File: src/rtl/hold_sequencer.sv
// Hold-pulse sequencer: latches a switch pattern, then drives `out` high for
// the (saturated) sum of the selected switch weights, measured in ticks.
module hold_sequencer #(
   parameter int unsigned               N_SW      = 4,
   parameter int unsigned               CNT_W     = 10,
   parameter logic [N_SW*CNT_W-1:0]     WEIGHTS   = {10'd54, 10'd87, 10'd120, 10'd131},
   parameter int unsigned               GAP_TICKS = 8
) (
   input  logic             sysclk,
   input  logic             rst,
   input  logic             tick,
   input  logic             write,
   input  logic             auto,
   input  logic             abort,
   input  logic [N_SW-1:0]  sw,
   output logic [N_SW-1:0]  sw_latch,
   output logic             out,
   output logic             busy,
   output logic             done,
   output logic [CNT_W-1:0] total
);

   localparam int unsigned          SUM_W     = CNT_W + $clog2(N_SW);
   localparam logic [SUM_W-1:0]     MAX_TOTAL = SUM_W'({CNT_W{1'b1}});
   localparam logic [CNT_W-1:0]     GAP_LAST  = CNT_W'(GAP_TICKS - 1);

   typedef enum logic [2:0] {
      S_IDLE,
      S_ARM,
      S_RUN,
      S_DONE,
      S_HOLD,
      S_GAP
   } state_t;

   state_t           state_q;
   logic             write_q;
   logic             wr_armed_q;
   logic             out_q;
   logic             busy_q;
   logic             done_q;
   logic [N_SW-1:0]  sw_latch_q;
   logic [CNT_W-1:0] total_q;
   logic [CNT_W-1:0] count_q;
   logic [CNT_W-1:0] gap_q;

   logic [SUM_W-1:0] sum_acc;
   logic [CNT_W-1:0] sum_d;
   logic             sw_nz;
   logic             wr_rise;
   logic             start_d;
   logic             abortable;

   always_comb begin
      sum_acc = '0;
      for (int unsigned i = 0; i < N_SW; i++) begin
         if (sw[i]) sum_acc = sum_acc + SUM_W'(WEIGHTS[i*CNT_W +: CNT_W]);
      end
      if (sum_acc > MAX_TOTAL) sum_d = '1;
      else                     sum_d = sum_acc[CNT_W-1:0];
   end

   // wr_armed_q blocks a write that was already high when reset released
   assign sw_nz     = |sw;
   assign wr_rise   = write & ~write_q & wr_armed_q;
   assign start_d   = (wr_rise | auto) & sw_nz;
   assign abortable = (state_q == S_ARM) || (state_q == S_RUN) || (state_q == S_GAP);

   always_ff @(posedge sysclk) begin
      if (rst) begin
         state_q    <= S_IDLE;
         write_q    <= 1'b0;
         wr_armed_q <= 1'b0;
         out_q      <= 1'b0;
         busy_q     <= 1'b0;
         done_q     <= 1'b0;
         sw_latch_q <= '0;
         total_q    <= '0;
         count_q    <= '0;
         gap_q      <= '0;
      end else begin
         write_q <= write;
         if (!write) wr_armed_q <= 1'b1;
         done_q <= 1'b0;

         if (abort && abortable) begin
            state_q    <= S_IDLE;
            out_q      <= 1'b0;
            busy_q     <= 1'b0;
            sw_latch_q <= '0;
            total_q    <= '0;
            count_q    <= '0;
            gap_q      <= '0;
         end else begin
            case (state_q)
               S_IDLE: begin
                  if (start_d) begin
                     sw_latch_q <= sw;
                     total_q    <= sum_d;
                     count_q    <= '0;
                     busy_q     <= 1'b1;
                     state_q    <= S_ARM;
                  end
               end
               S_ARM: begin
                  if (tick) begin
                     out_q   <= 1'b1;
                     count_q <= CNT_W'(1);
                     state_q <= S_RUN;
                  end
               end
               S_RUN: begin
                  if (tick) begin
                     if (count_q == total_q) begin
                        out_q   <= 1'b0;
                        busy_q  <= 1'b0;
                        done_q  <= 1'b1;
                        state_q <= S_DONE;
                     end else begin
                        count_q <= count_q + CNT_W'(1);
                     end
                  end
               end
               S_DONE: begin
                  if (auto) begin
                     gap_q   <= '0;
                     busy_q  <= 1'b1;
                     state_q <= S_GAP;
                  end else begin
                     state_q <= S_HOLD;
                  end
               end
               S_HOLD: begin
                  if (!write) state_q <= S_IDLE;
               end
               S_GAP: begin
                  if (!auto) begin
                     sw_latch_q <= '0;
                     busy_q     <= 1'b0;
                     state_q    <= S_IDLE;
                  end else if (tick) begin
                     if (gap_q == GAP_LAST) begin
                        sw_latch_q <= sw;
                        total_q    <= sum_d;
                        count_q    <= '0;
                        if (sw_nz) begin
                           state_q <= S_ARM;
                        end else begin
                           busy_q  <= 1'b0;
                           state_q <= S_IDLE;
                        end
                     end else begin
                        gap_q <= gap_q + CNT_W'(1);
                     end
                  end
               end
               default: begin
                  out_q   <= 1'b0;
                  busy_q  <= 1'b0;
                  state_q <= S_IDLE;
               end
            endcase
         end
      end
   end

   assign sw_latch = sw_latch_q;
   assign out      = out_q;
   assign busy     = busy_q;
   assign done     = done_q;
   assign total    = total_q;

endmodule

File: config.mk
export PLATFORM = sky130hd
export DESIGN_NAME = hold_sequencer
export DESIGN_NICKNAME = d
export VERILOG_FILES = /design/src/rtl/hold_sequencer.sv
export SDC_FILE = /design/constraint.sdc
export NUM_CORES = 1
export LEC_CHECK = 0
export BUFFER_PORTS_ARGS = -buffer_cell sky130_fd_sc_hd__clkbuf_2
export CAP_MARGIN = 20
export CORE_ASPECT_RATIO = 0.8
export CORE_MARGIN = 3
export CORE_UTILIZATION = 58
export DETAILED_ROUTE_END_ITERATION = 12
export PLACE_DENSITY = 0.8
export SLEW_MARGIN = 20
export SYNTH_ARGS = -nofsm -noshare
export SYNTH_HDL_FRONTEND = slang
export SYNTH_SLANG_ARGS = --single-unit
File: constraint.sdc
create_clock -name sysclk -period 2.8 [get_ports sysclk]
set_input_delay 0.14 -clock sysclk [delete_from_list [all_inputs] [get_ports sysclk]]
set_output_delay 0.14 -clock sysclk [all_outputs]
set_load 0.05 [all_outputs]
==> results.txt, run 1 <==
Status -> finished clean
Commonest cells in the netlist -> 42 x dfxtp_1, 38 x nor2_1, 19 x a21oi_1, 18 x xor2_1, 17 x nand2_1
Period utilization -> 85.44%
IO Port Bufs -> 26
Switching part of the total -> 44.27%
Syn Inst Count -> 282
Final Hold Vio Count -> 0
RSZ-0062 raised after global routing -> false
Net Switching -> 938.3 uW
Largest fanout on the critical path -> 17
WL/cell -> 13.89 microns
GPL Wtd Cong -> 0.9224
Leakage -> 0.001086 uW
Cts hold-fix bufs -> 0
Critical Path RT -> 3.03 ns
Drt total wl -> 4.987 mm
Share of cells above drive strength 1 -> 19.41%
Met3 WL -> 236 microns
I/O pin count -> 27
Die Wd -> 78.16 microns
Worst-margin pin slew -> 0.5132 ns
TritonCTS clock tree -> done
Critical Path Max Stage Delay -> 0.57 ns
Post-Route Utilization -> 67.66%
Comb power frac -> 45.8%
Clock-pin slew on the worst setup and hold paths -> 0.07 ns
Max H-tree Level -> 2
Final Critical Period -> 2.392 ns
Worst-Skew Late Latency -> 0.29 ns
P&R area growth vs syn -> 9.321%
Routed Antenna Nets -> 0
Yosys cell types -> 59
Warnings, synthesis -> 0
Commonest register cell after synthesis -> dfxtp_1
First-pass GRT wire length -> 9.004 mm
Core Box Area -> 0.003904 sq mm
Clock Power Share -> 17.1%
Crit path cell chain -> ha_1 -> nor4b_4 -> a31oi_2 -> a21oi_2 -> nand3_2 -> or4_1 -> a21oi_1
FP Rows -> 20
Synth area leaders -> dfxtp_1 35%, xor2_1 6.5%, nor2_1 5.9%, mux2i_1 4.1%, a21oi_1 3.9%
Vias in the first global route -> 1,934
Int Pwr -> 1181 uW
Synth Area per Inst -> 8.568 sq um
Met1 wire length -> 2.570 mm
P per Cell Area -> 802.3 mW/mm^2
CTS sink cnt -> 42
Synth Register Bits -> 42
Worst VDD drop -> 507.4 uV
Initial core utilization -> 61.89%
Ant diodes -> 0
Number of synthesized flops with an enable pin -> 0
Final Max Tran Viols -> 0
Post-route DRC -> 0
DR iter-0 viols -> 180
HPWL Detailed -> 3.716 mm
First drt pass iteration count -> 4
Setup TNS Final -> 0 ns
CTS Buf Count -> 5
Syn_nets -> 300
Die Footprint -> 0.004981 sq mm
Vias per std cell -> 5.791
Die H -> 63.73 microns
Top Layer Used -> met4
Fillers -> 330
Yosys top cell area share -> 34.80%
Worst min path class -> in -> reg
CTS max path bufs -> 2
Largest net degree at the start of global routing -> 18
Aggregate global-route resource usage -> 22.31%
Highest Clock Rate -> 0.4180 GHz
Setup crit start kind -> flop
Post-CTS setup buffer count -> 0
CP endpoint kind -> flop
Nets -> 322
Most frequent cell after synthesis -> dfxtp_1
Post-CTS resize count -> 0
# setup viols final -> 0
Syn Std Cell Area -> 0.002416 sq mm
Cell taking the most area after synthesis -> dfxtp_1
WS Path Type -> reg -> reg
Max-slew headroom -> 65.52%
Clock Skew -> 0.004468 ns
CTS root buffer -> clkbuf_8
Met2 Wirelength -> 2.116 mm
Vias -> 2,079
Buffers & Inverters on Critical Path -> 0
Asr flop ratio synth -> 0%
Seq pwr share -> 37.1%
CP top delay family -> simple AND/OR/NAND/NOR gates
Sequential area share after synthesis -> 34.80%
GR Overflow Total -> 0
Antenna violations before repair -> 0
Slowest CP cell -> or4_1
Maxcap violations -> 0
CP arrival -> 2.62 ns
[registers in the layout, indices dropped and copies added (netlist names)]
| signal | flops |
|---|---|
| count_q | 10 |
| gap_q | 10 |
| total | 10 |
| sw_latch | 4 |
| state_q | 3 |
| busy | 1 |
| done | 1 |
| out | 1 |
| wr_armed_q | 1 |
| write_q | 1 |
[layout make-up]
class                   instances  area, sq um  area share (%)
flip-flops and latches         42        840.8           31.83
clock buffers                   7        76.32           2.890
repair buffers                 29        152.6           5.779
multi-input cells             218         1473           55.76
inverters                       8        30.03           1.137
well taps                      55        68.82           2.605
[through the flow]
step	worst slack (ns)	cell area [sq um]	hold slack (ns)	power (uW)	cells
detailed placement	0.4462	2565	0.3330	1755	352
CTS	0.4123	2641	0.02255	2118	359
global placement	0.5389	2565	0.3279	1734	352
global route	0.2078	2641	0.03763	2260	359
floorplan	0.6316	2416	0.2091	1574	282
finish	0.4077	2641	0.02751	2119	359
[cell families (layout without fill, tap and decap cells)]
logic type	Yosys count	in the layout	synth area share [%]
compound gates	62	62	16.93
xor+xnor	21	21	7.613
fa+ha+maj	9	9	4.920
buf+inv	22	44	4.246
flops	42	42	34.80
mux	12	12	5.075
simple gates	114	114	26.41
[power by group through the flow]
stage          Sequential (uW)  Combinational [uW]  Clock [uW]
2_1_floorplan              954                 620           0
3_3_place_gp               794                 940           0
3_5_place_dp               798                 958           0
4_1_cts                    784                 964         369
5_1_grt                    802                1060         399
6_report                   787                 970         363
[layer usage]
layer / vias up / global-route usage, %
met2: 52 / 31.52
met5: - / 0
met4: 0 / 8.079
li1: 1056 / -
met1: 963 / 32.69
met3: 8 / 5.286
[worst paths after layout]
check / from / end / slack [ns] / depth (start not counted)
setup reg to reg: gap_q[0] / count_q[8] / 0.41 / 7
hold reg to reg: wr_armed_q / wr_armed_q / 0.45 / 2
setup / recovery: gap_q[0] / count_q[8] / 0.41 / 7
hold / removal: rst / wr_armed_q / 0.03 / 2
[cell usage in the layout, fill, tap and decap left out, types with 3 or more instances in the layout]
master,count
a21oi_1,19
xor2_1,18
nand2_1,17
o21ai_0,12
a211oi_1,10
nand2b_1,4
buf_4,3
nor2b_1,4
clkbuf_8,5
ha_1,7
clkbuf_2,26
xnor2_1,3
inv_1,8
nor2_1,38
mux2i_1,10
nand4_1,11
dfxtp_1,42
nand3_1,5
or3_1,7
nor3_1,4
No activity file was read; power rests on OpenSTA's default activity.
==> run 2: changes to the inputs <==
==> constraint.sdc (replaced) <==
create_clock -name sysclk -period 2.8 [get_ports sysclk]
set_input_delay 0.42 -clock sysclk [delete_from_list [all_inputs] [get_ports sysclk]]
set_output_delay 0.42 -clock sysclk [all_outputs]
set_load 0.05 [all_outputs]
==> results.txt, run 2 (synthesized netlist as in run 1, its figures left out) <==
Share of cells above drive strength 1 -> 20.33%
WL/cell -> 14.40 microns
Period utilization -> 89.02%
CP arrival -> 2.74 ns
HPWL Detailed -> 3.812 mm
Final Hold Vio Count -> 0
Nets -> 322
First drt pass iteration count -> 5
Die Wd -> 78.16 microns
Clock Skew -> 0.008327 ns
WS Path Type -> reg -> reg
Vias -> 2,131
Max-slew headroom -> 34.06%
Final instance area -> 0.002703 sq mm
Final Max Tran Viols -> 0
Worst-margin pin slew -> 0.9873 ns
GPL Wtd Cong -> 0.9004
Slowest CP cell -> or4_1
FP Rows -> 20
Die Footprint -> 0.004981 sq mm
DR iter-0 viols -> 166
P&R area growth vs syn -> 11.86%
Largest net degree at the start of global routing -> 18
Dpl ws -> 0.2185 ns
RSZ-0062 raised after global routing -> false
I/O pin count -> 27
Clock-pin slew on the worst setup and hold paths -> 0.09 ns
Fin cells -> 360
CTS sink cnt -> 42
P per Cell Area -> 861.0 mW/mm^2
Commonest non-fill, non-tap cell in the layout -> dfxtp_1
Antenna violations before repair -> 0
CP endpoint kind -> flop
Vias per std cell -> 5.919
Routed Antenna Nets -> 0
Post-route DRC -> 0
First-pass GRT wire length -> 8.880 mm
Most frequent cells in the layout -> 42 x dfxtp_1, 38 x nor2_1, 26 x clkbuf_2, 19 x a21oi_1, 18 x xor2_1
Die H -> 63.73 microns
Final Critical Period -> 2.493 ns
IO Port Bufs -> 26
Cts hold-fix bufs -> 0
Maxcap violations -> 0
GR Overflow Total -> 0
Post-DP Area -> 0.002565 sq mm
Drt total wl -> 5.183 mm
Crit path cell chain -> ha_1 -> nor4b_4 -> a31oi_2 -> a21oi_2 -> nand3_2 -> or4_1 -> a21oi_1
Final Power -> 2327 uW
Initial core utilization -> 61.89%
Worst-Skew Late Latency -> 0.30 ns
Placed insts -> 352
# setup viols final -> 0
TritonCTS clock tree -> done
Worst VDD drop -> 507.8 uV
Ant diodes -> 0
Setup crit start kind -> flop
Worst min path class -> in -> reg
Reg area -> 840.8 sq um
Largest fanout on the critical path -> 17
CTS root buffer -> clkbuf_8
Final WS setup -> 0.3074 ns
Fillers -> 338
Status -> finished clean
Core Box Area -> 0.003904 sq mm
Critical Path Max Stage Delay -> 0.58 ns
Setup TNS Final -> 0 ns
Vias in the first global route -> 1,884
Post-CTS setup buffer count -> 0
Max H-tree Level -> 2
Aggregate global-route resource usage -> 22.23%
Post-CTS resize count -> 0
Critical Path RT -> 3.04 ns
CTS Buf Count -> 5
Highest Clock Rate -> 0.4012 GHz
CTS max path bufs -> 2
Leakage -> 0.001116 uW
Area of the multi-input gates -> 0.001473 sq mm
[run 2: where the power goes]
group          leakage (uW)  total (uW)  internal, uW  switching (uW)
Combinational      0.000706         971           329             642
Clock             0.0000683         577           357             220
Sequential         0.000342         779           680            99.4
[run 2: metal layers]
metal	global-route usage, %	vias up	part of all wire [%]
met2	32.16	78	43
met5	0	-	0
met3	4.714	9	6.8
li1	-	1067	-
met4	8.734	0	1.5
met1	32.04	977	48
[run 2: final cells by class]
type                    count  area share [%]
inverters                   8           1.111
well taps                  55           2.546
flip-flops and latches     42           31.11
clock inverters             3           2.546
multi-input cells         218           54.49
clock buffers               5           2.546
repair buffers             29           5.648
[run 2: path summary, 6_finish.rpt]
path,slack (ns),startpoint,to,depth (start not counted)
min reg2reg,0.45,wr_armed_q,wr_armed_q,2
max,0.31,gap_q[0],count_q[6],7
min,0.30,rst,wr_armed_q,2
max reg2reg,0.31,gap_q[0],count_q[6],7
[run 2: through the flow]
step | utilization, % | hold slack [ns]
after floorplan | - | 0.4151
after detailed placement | 65.71 | 0.4327
after global routing | 69.23 | 0.2949
after global placement | 65.71 | 0.4262
after CTS | 69.23 | 0.2887
final | 69.23 | 0.2979
[run 2: critical path, delay by kind of cell, from the launching register on]
| family | cells | cell delay (ns) |
|---|---|---|
| AO/OA/AOI/OAI | 3 | 0.58 |
| adder cells (fa/ha/maj) | 1 | 0.28 |
| flip-flops | 1 | 0.43 |
| AND/OR/NAND/NOR | 3 | 1.15 |
==> run 3: changes to the inputs <==
--- a/config.mk
+++ b/config.mk
@@ -11,6 +11,7 @@
 export CORE_MARGIN = 3
 export CORE_UTILIZATION = 58
 export DETAILED_ROUTE_END_ITERATION = 12
+export GPL_TIMING_DRIVEN = 0
 export PLACE_DENSITY = 0.8
 export SLEW_MARGIN = 20
 export SYNTH_ARGS = -nofsm -noshare
==> results.txt, run 3 (synthesized netlist as in run 1, its figures left out) <==
P&R area growth vs syn -> 12.01%
Fillers -> 358
Antenna violations before repair -> 0
Top Layer Used -> met4
Core Box Area -> 0.003904 sq mm
Leakage -> 0.001124 uW
# setup viols final -> 0
CP arrival -> 2.54 ns
Nets -> 333
Largest fanout on the critical path -> 10
Placed insts -> 363
Setup crit start kind -> flop
Maxcap violations -> 0
Die Wd -> 78.16 microns
Drt total wl -> 5.122 mm
Die H -> 63.73 microns
Max-slew headroom -> 60.88%
CTS max path bufs -> 2
Vias -> 2,136
Post-CTS resize count -> 0
Area of the multi-input gates -> 0.001473 sq mm
Ant diodes -> 0
Routed Antenna Nets -> 0
First drt pass iteration count -> 4
CP endpoint kind -> flop
RSZ-0062 raised after global routing -> false
Buffers & Inverters on Critical Path -> 1
Aggregate global-route resource usage -> 22.67%
Critical Path Max Stage Delay -> 0.41 ns
Highest Clock Rate -> 0.4328 GHz
Number of stages on the worst setup path -> 8
P per Cell Area -> 809.3 mW/mm^2
Met3 WL -> 306 microns
CTS sink cnt -> 42
IO Port Bufs -> 26
Worst min path class -> in -> reg
I/O pin count -> 27
Slowest CP cell -> dfxtp_1
Clock-pin slew on the worst setup and hold paths -> 0.08 ns
Cts hold-fix bufs -> 0
Initial core utilization -> 61.89%
CTS root buffer -> clkbuf_8
Commonest non-fill, non-tap cell in the layout -> dfxtp_1
Max H-tree Level -> 2
Setup TNS Final -> 0 ns
Hold depth -> 2
Reg area -> 840.8 sq um
Post-CTS setup buffer count -> 0
WL/cell -> 13.81 microns
TritonCTS clock tree -> done
Share of cells above drive strength 1 -> 20.57%
Worst-margin pin slew -> 0.5824 ns
Status -> finished clean
Final Critical Period -> 2.311 ns
Vias per std cell -> 5.757
Crit path cell chain -> ha_1 -> nor4b_4 -> a31oi_2 -> a21oi_2 -> nand3_2 -> buf_2 -> or3b_1 -> a21oi_1
Final Hold Vio Count -> 0
FP Rows -> 20
Worst VDD drop -> 396.5 uV
Most frequent cells in the layout -> 42 x dfxtp_1, 38 x nor2_1, 26 x clkbuf_2, 19 x a21oi_1, 18 x xor2_1
CP top delay family -> simple AND/OR/NAND/NOR gates
GPL Wtd Cong -> 0.9672
Worst Reg-to-Reg Cells -> 8
Clock Skew -> 0.003955 ns
GR Overflow Total -> 0
Final Max Tran Viols -> 0
Met1 wire length -> 2.554 mm
Die Footprint -> 0.004981 sq mm
Fin cells -> 371
First-pass GRT wire length -> 9.094 mm
Worst-Skew Late Latency -> 0.30 ns
Largest net degree at the start of global routing -> 13
Met2 Wirelength -> 2.187 mm
CTS Buf Count -> 5
Period utilization -> 82.52%
Post-route DRC -> 0
DR iter-0 viols -> 172
Critical Path RT -> 3.03 ns
WS Path Type -> reg -> reg
HPWL Detailed -> 3.867 mm
Vias in the first global route -> 1,981
==> run 3: cell count changes in the layout (fill, tap and decap cells not counted) <==
cell and change:
buf_6 +1, clkinv_4 -1, clkbuf_1 +7, buf_4 -1
bufinv_16 -2, clkinv_2 +1, buf_1 +1, buf_2 +4
clkbuf_8 +1
==> run 3: routing by layer <==
layer	global-route usage, %	vias to the layer above
met5	0	-
met4	8.515	0
met3	4.857	6
met2	34.08	61
met1	31.72	990
li1	-	1079
==> run 3: cell type report <==
cell class              count  area share (%)
plain buffers              14           2.681
clock buffers               7           3.190
clock inverters             1          0.1849
inverters                   8           1.110
multi-input cells         218           54.41
flip-flops and latches     42           31.07
well taps                  55           2.543
repair buffers             26           4.808
==> run 3: power breakdown <==
group          switching (uW)  internal (uW)  total [uW]
Clock                     206            199         405
Sequential               73.8            680         754
Combinational             679            353        1030
Total                     959           1230        2190
==> run 3: final timing paths <==
kind / from / slack [ns] / end
min reg2reg: wr_armed_q / 0.44 / wr_armed_q
min: rst / 0.30 / wr_armed_q
max: gap_q[0] / 0.49 / count_q[0]
max reg2reg: gap_q[0] / 0.49 / count_q[0]
==> run 3: worst register-to-register path, stage by stage (launching register included) <==
cell and delay, ns:
dfxtp_1 0.41, ha_1 0.27, nor4b_4 0.27, a31oi_2 0.18, a21oi_2 0.24, nand3_2 0.18, buf_2 0.22, or3b_1 0.36
a21oi_1 0.12
==> run 3: stage by stage <==
step	power (uW)	utilization (%)	setup WS (ns)	instance area, sq um	hold WS, ns
global route	2334	69.33	0.2771	2706	0.3032
global placement	1776	66.99	0.3235	2615	0.4285
finish	2190	69.33	0.4894	2706	0.2986
detailed placement	1789	66.99	0.3010	2615	0.4319
CTS	2194	69.33	0.4758	2706	0.2955
floorplan	1574	-	0.6316	2416	0.4151
